File: src/rtl/gp_apb_master.sv
`default_nettype none
// ============================================================================
// Module   : gp_apb_master
// Purpose  : Single-outstanding APB master. It accepts one command over a
//            valid/ready handshake, runs an APB SETUP/ACCESS transfer and
//            returns the result over a valid/ready response handshake.
// Revision : 1.0 - initial release
// ----------------------------------------------------------------------------
// Ports:
//   clk_i, rst_n_i         clock, asynchronous active-low reset
//   cmd_valid_i/ready_o    command handshake (ready only while idle)
//   cmd_write_i            1 = write, 0 = read
//   cmd_addr_i/wdata_i     command address / write data
//   rsp_valid_o/ready_i    response handshake
//   rsp_rdata_o            read data (0 for writes and timeouts)
//   rsp_slverr_o           slave error or timeout
//   rsp_timeout_o          transfer aborted by the ACCESS timeout
//   paddr_o, pwdata_o, pwrite_o, psel_o, penable_o   APB request
//   prdata_i, pready_i, pslverr_i                    APB completion
// Configuration:
//   GP_APB_MASTER_TIMEOUT_EN  when defined, an ACCESS phase that sees no
//                             pready_i for TIMEOUT_CYCLES cycles is aborted
//                             with slverr and timeout set. Otherwise ACCESS
//                             waits indefinitely and rsp_timeout_o is 0.
// ============================================================================
module gp_apb_master #(
  parameter int APB_ADDR_WIDTH = 32,
  parameter int APB_DATA_WIDTH = 32,
  parameter int TIMEOUT_CYCLES = 16
) (
  input  logic                      clk_i,
  input  logic                      rst_n_i,
  input  logic                      cmd_valid_i,
  output logic                      cmd_ready_o,
  input  logic                      cmd_write_i,
  input  logic [APB_ADDR_WIDTH-1:0] cmd_addr_i,
  input  logic [APB_DATA_WIDTH-1:0] cmd_wdata_i,
  output logic                      rsp_valid_o,
  input  logic                      rsp_ready_i,
  output logic [APB_DATA_WIDTH-1:0] rsp_rdata_o,
  output logic                      rsp_slverr_o,
  output logic                      rsp_timeout_o,
  output logic [APB_ADDR_WIDTH-1:0] paddr_o,
  output logic [APB_DATA_WIDTH-1:0] pwdata_o,
  output logic                      pwrite_o,
  output logic                      psel_o,
  output logic                      penable_o,
  input  logic [APB_DATA_WIDTH-1:0] prdata_i,
  input  logic                      pready_i,
  input  logic                      pslverr_i
);

  typedef enum logic [1:0] {
    IDLE   = 2'd0,
    SETUP  = 2'd1,
    ACCESS = 2'd2,
    RESP   = 2'd3
  } state_t;

  state_t r_state;
  state_t w_state_nxt;

  logic w_accept;
  logic w_complete;
  logic w_timeout;

  logic [APB_ADDR_WIDTH-1:0] r_paddr;
  logic [APB_DATA_WIDTH-1:0] r_pwdata;
  logic                      r_pwrite;
  logic [APB_DATA_WIDTH-1:0] r_rsp_rdata;
  logic                      r_rsp_slverr;

  assign w_accept   = cmd_valid_i & (r_state == IDLE);
  assign w_complete = (r_state == ACCESS) & pready_i;

`ifdef GP_APB_MASTER_TIMEOUT_EN
  localparam logic [15:0] c_timeout_last = 16'(TIMEOUT_CYCLES - 1);

  // Counts completed ACCESS cycles without pready_i; zeroed while in SETUP so
  // it reads 0 on the first ACCESS cycle.
  logic [15:0] r_access_cnt;
  logic        r_rsp_timeout;

  always_ff @(posedge clk_i or negedge rst_n_i) begin
    if (!rst_n_i) begin
      r_access_cnt <= 16'd0;
    end else if (r_state == SETUP) begin
      r_access_cnt <= 16'd0;
    end else if ((r_state == ACCESS) && !pready_i) begin
      r_access_cnt <= r_access_cnt + 16'd1;
    end
  end

  // A late pready_i on the final allowed cycle still completes normally.
  assign w_timeout = (r_state == ACCESS) & ~pready_i & (r_access_cnt == c_timeout_last);

  always_ff @(posedge clk_i or negedge rst_n_i) begin
    if (!rst_n_i) begin
      r_rsp_timeout <= 1'b0;
    end else if (w_complete) begin
      r_rsp_timeout <= 1'b0;
    end else if (w_timeout) begin
      r_rsp_timeout <= 1'b1;
    end
  end

  assign rsp_timeout_o = r_rsp_timeout;
`else
  assign w_timeout     = 1'b0;
  assign rsp_timeout_o = 1'b0;
`endif

  // State register
  always_ff @(posedge clk_i or negedge rst_n_i) begin
    if (!rst_n_i) begin
      r_state <= IDLE;
    end else begin
      r_state <= w_state_nxt;
    end
  end

  // Next-state logic
  always_comb begin
    w_state_nxt = r_state;
    case (r_state)
      IDLE:    if (w_accept) w_state_nxt = SETUP;
      SETUP:   w_state_nxt = ACCESS;
      ACCESS:  if (w_complete || w_timeout) w_state_nxt = RESP;
      RESP:    if (rsp_ready_i) w_state_nxt = IDLE;
      default: w_state_nxt = IDLE;
    endcase
  end

  // Request fields load only on accept, so they are stable for the whole
  // transfer and keep their last value afterwards.
  always_ff @(posedge clk_i or negedge rst_n_i) begin
    if (!rst_n_i) begin
      r_paddr  <= '0;
      r_pwdata <= '0;
      r_pwrite <= 1'b0;
    end else if (w_accept) begin
      r_paddr  <= cmd_addr_i;
      r_pwdata <= cmd_wdata_i;
      r_pwrite <= cmd_write_i;
    end
  end

  // Response fields load only at completion or timeout; prdata_i/pslverr_i
  // are ignored in every other cycle.
  always_ff @(posedge clk_i or negedge rst_n_i) begin
    if (!rst_n_i) begin
      r_rsp_rdata  <= '0;
      r_rsp_slverr <= 1'b0;
    end else if (w_complete) begin
      r_rsp_rdata  <= r_pwrite ? '0 : prdata_i;
      r_rsp_slverr <= pslverr_i;
    end else if (w_timeout) begin
      r_rsp_rdata  <= '0;
      r_rsp_slverr <= 1'b1;
    end
  end

  // Control outputs decode straight from the state register so the async
  // reset removes psel_o/penable_o/rsp_valid_o immediately. cmd_ready_o is
  // additionally gated by rst_n_i so it reads 0 while reset is held.
  assign cmd_ready_o  = rst_n_i & (r_state == IDLE);
  assign psel_o       = (r_state == SETUP) | (r_state == ACCESS);
  assign penable_o    = (r_state == ACCESS);
  assign rsp_valid_o  = (r_state == RESP);
  assign paddr_o      = r_paddr;
  assign pwdata_o     = r_pwdata;
  assign pwrite_o     = r_pwrite;
  assign rsp_rdata_o  = r_rsp_rdata;
  assign rsp_slverr_o = r_rsp_slverr;

endmodule
`default_nettype wire

File: config.mk
export PLATFORM = sky130hd
export DESIGN_NAME = gp_apb_master
export DESIGN_NICKNAME = d
export VERILOG_FILES = /design/src/rtl/gp_apb_master.sv
export SDC_FILE = /design/constraint.sdc
export NUM_CORES = 1
export LEC_CHECK = 0
export BUFFER_PORTS_ARGS = -buffer_cell sky130_fd_sc_hd__buf_2
export CORE_ASPECT_RATIO = 1.1
export CORE_MARGIN = 1
export CORE_UTILIZATION = 30
export DETAILED_ROUTE_END_ITERATION = 8
export HOLD_SLACK_MARGIN = 0.03
export PLACE_DENSITY = 0.56
export SLEW_MARGIN = 20
export SYNTH_ARGS = -nofsm -noshare
export SYNTH_HDL_FRONTEND = slang
export SYNTH_SLANG_ARGS = --single-unit
File: constraint.sdc
create_clock -name clk_i -period 4.2 [get_ports clk_i]
set_input_delay 1.26 -clock clk_i [delete_from_list [all_inputs] [get_ports clk_i]]
set_output_delay 1.26 -clock clk_i [all_outputs]
set_load 0.1 [all_outputs]
Yosys cells after proc, flatten, opt, wreduce, memory -nomap -nowiden:

Index checks and enable logic that the tools add are counted.

* equal/unequal tests: 6
* mux-type cells: 5
* bitwise logic cells: 4
* reduce and logical (&&, ||, !) cells: 2

Operator list (count)
* $mux 32: 1
* $pmux 2 s4: 1
* $mux 2: 3
* $eq 2x2->1 const B: 2
* $ne 2x1->1 const B: 2
* $and 1x1->1: 3
* $reduce_and 3->1: 1
* $eq 2x1->1 const B: 1
* $logic_not 2->1: 1
* $ne 2x2->1 const B: 1
* $or 1x1->1: 1

* bits in registers: 100
* input bits: 103
* output and inout port bits: 103
* word-level logic and storage cells: 23

Depth between registers and ports, before layout:

* word-level depth: 4
* mapped depth: 7
* mapped depth without buffers: 5

Least setup slack after synthesis:

No wires, ideal clock.

* path kind: input to output
* start: input rst_n_i
* end: output cmd_ready_o
* data arrival time: 1997 ps
* required time: 2940 ps
* setup slack: 943 ps
* cell stages on the path: 1
* buffers on the path: 0
* path through: and2_1

* cells in the longest elaborated chain, start to end: 1

Ends and longest elaborated chain
* start: declaration: RTL line 32 `input logic rst_n_i,`
* $and 1x1->1: RTL line 166 `assign cmd_ready_o = rst_n_i & (r_state == IDLE);`
* end: declaration: RTL line 34 `output logic cmd_ready_o,`

No other way between the ends.

Final worst setup path:

Ends and elaborated chain as after synthesis.

==> flow_metrics.py <==
metrics = {
    "run_status": {
        "outcome": "finished with violations",
        "violations": "design-rule violations",
    },
    "timing": {
        "hold_viol": 0,
        "fmax_mhz": 310,
        "maxSlewViolCount": 0,
        "finalSetupViolCount": 0,
        "post-route-min-period_ps": 3220,
        "finalCritPeriodShare": 0.768,
        "finalSetupTns_ps": 0,
        "rsz0062_at_grt": "no",
        "maxSlewHeadroom": 0.335,
        "worst_pin_slew_ps": 994,
        "skew_ps": 5.15,
    },
    "routing": {
        "drt_wl_total_mm": 9.19,
        "drt-initial-drc-count": 87,
        "drc": 17,
        "ant_nets": 0,
        "firstDrtPassIters": 6,
        "wl_per_cell_um": 13.9,
        "via_count": 2897,
        "vias_per_cell": 4.38,
    },
    "flow_run": {
        "drv_cap": 0,
    },
    "logic_synthesis": {
        "yosys.cell_types.count": 18,
        "yosys_register_bits": 100,
        "ys_async_sr_fraction": 1.00,
        "synth.cell_area_um2": 3980,
        "synth_area_per_cell_um2": 13.3,
        "synth_edf_count": 0,
        "yosysSeqAreaShare": 0.630,
        "synth-warning-count": 0,
        "synth.most_common_cell": "dfrtp_1",
        "synth_top_area_share": 0.630,
        "synth_common_cells": "dfrtp_1 (100), mux2_2 (66), nand2_1 (34)",
        "synth_top_flop_cell": "dfrtp_1",
        "yosys.area.top_type": "dfrtp_1",
        "synthCells": 298,
        "synth.area.top_cells": "dfrtp_1 (63%), mux2_2 (19%), nand2b_1 (5.0%)",
        "synth_fp_nets": 405,
    },
    "min_path": {
        "hold_class": "reg -> reg",
    },
    "place": {
        "gp_congestion": 0.673,
        "dpl.hpwl_mm": 6.47,
        "io_buffers": 204,
    },
    "layout": {
        "area_growth_pct": 36.5,
        "layout.nets": 606,
        "multi_input_area_um2": 1340,
        "regArea_um2": 2500,
        "final_layout_size_suffix_gt1_frac": 0.575,
        "diodes": 0,
        "fillers": 1265,
    },
    "die": {
        "ios": 206,
        "coreArea_um2": 12800,
        "num_rows": 43,
        "start_util": 0.312,
        "die-area_um2": 13700,
        "chipHeight_um": 123,
        "die_w_um": 112,
    },
    "worst_setup_path": {
        "worst-endpoint-required_ps": 2940,
        "crit_path_cell_trace": "buf_4 -> and2_1 -> buf_2",
        "critPathKind": "in -> out",
        "crit_fanout": 2,
        "cpMaxStageDelayCell": "buf_2",
        "cp-end-kind": "output port",
        "start_kind": "input port",
        "cpPeakStageDelay_ps": 440,
        "cp_data_arrival_time_ps": 1960,
    },
    "clock_network": {
        "post-cts-setup-buffers": 0,
        "cts_buffers": 9,
        "clock_path_buffers": 2,
        "insertion_delay_ps": 340,
        "cts_root_buffer": "clkbuf_16",
        "cts_resized": 0,
        "cts_htree_levels": 3,
        "cts_tree": "yes",
        "path_clk_slew_ps": 60,
        "postCtsHoldBufs": 0,
        "clock-sinks": 100,
    },
    "grt": {
        "grt_max_degree": 66,
        "antenna_found_initial": 1,
        "track_usage": 0.135,
        "grt_pass1_vias": 2906,
        "grt_overflow": 0,
        "grt_first_pass_wirelength_mm": 14.2,
    },
}
## stage by stage
step | hold WS [ps] | std cells | instance area (µm²) | setup WS [ps] | util
6_report | 474 | 661 | 5430 | 976 | 0.426
5_1_grt | 503 | 661 | 5430 | 952 | 0.426
4_1_cts | 481 | 661 | 5430 | 964 | 0.426
3_5_place_dp | 466 | 645 | 5110 | 970 | 0.401
3_3_place_gp | 459 | 645 | 5110 | 959 | 0.401
2_1_floorplan | 512 | 298 | 3980 | 943 | -
## final timing paths
check,endpoint,slack (ps),from,depth (start not counted)
setup / recovery,cmd_ready_o,980,rst_n_i,3
hold / removal,rsp_rdata_o[28]$_DFFE_PN0P_,470,rsp_rdata_o[28]$_DFFE_PN0P_,2
setup reg to reg,paddr_o[1]$_DFFE_PN0P_,2180,r_state[1]$_DFFE_PN0P_,5
hold reg to reg,rsp_rdata_o[28]$_DFFE_PN0P_,470,rsp_rdata_o[28]$_DFFE_PN0P_,2
max in group asynchronous,rsp_rdata_o[26]$_DFFE_PN0P_,1970,rst_n_i,3
min in group asynchronous,pwdata_o[16]$_DFFE_PN0P_,1040,rst_n_i,2
## routing by layer
metal,global-route usage,wire length (µm),up-vias
met5,0,0,-
met2,0.217,4410,116
li1,-,-,1391
met3,0.0385,702,11
met4,0.0608,159,0
met1,0.168,3930,1379
## sequential cells by signal, indices dropped and copies added (netlist names)
name / cells
rsp_rdata_o: 32
pwrite_o: 1
pwdata_o: 32
r_state: 2
rsp_slverr_o: 1
paddr_o: 32
## worst max-delay path: cells and delay by family
kind | cells | cell delay, ps
buffers and inverters | 2 | 550
and+or+nand+nor | 1 | 150
## cell type report
class / instances / area share
flip-flops and latches: 100 / 0.461
multi-input cells: 175 / 0.246
repair buffers: 208 / 0.194
clock buffers: 12 / 0.0454
well taps: 157 / 0.0362
clock inverters: 4 / 0.0134
inverters: 5 / 0.00346
## cells by family after synthesis
family / share of synthesized area
fa+ha+maj: 0.0126
compound gates: 0.0469
simple gates: 0.0850
buf+inv: 0.0353
flops: 0.630
other cells: 0.000943
mux: 0.190
## placed cells by master, fill, tap and decap left out
master	instances
buf_2	203
dfrtp_1	100
mux2_2	66
nand2b_1	32
nand2_1	32
o21ai_0	32
clkbuf_16	9
inv_1	5
buf_4	5
ha_1	4
nand2_2	2
clkbuf_1	2
bufinv_16	2
and2_1	1
a222oi_1	1
nor2_1	1
a22oi_1	1
a2bb2oi_1	1
mux2_1	1
conb_1	1
clkbuf_8	1
clkinvlp_4	1
clkinv_2	1
Power is not shown: default switching activity piles up to over one toggle a cycle in this logic, so the estimate is an artifact.
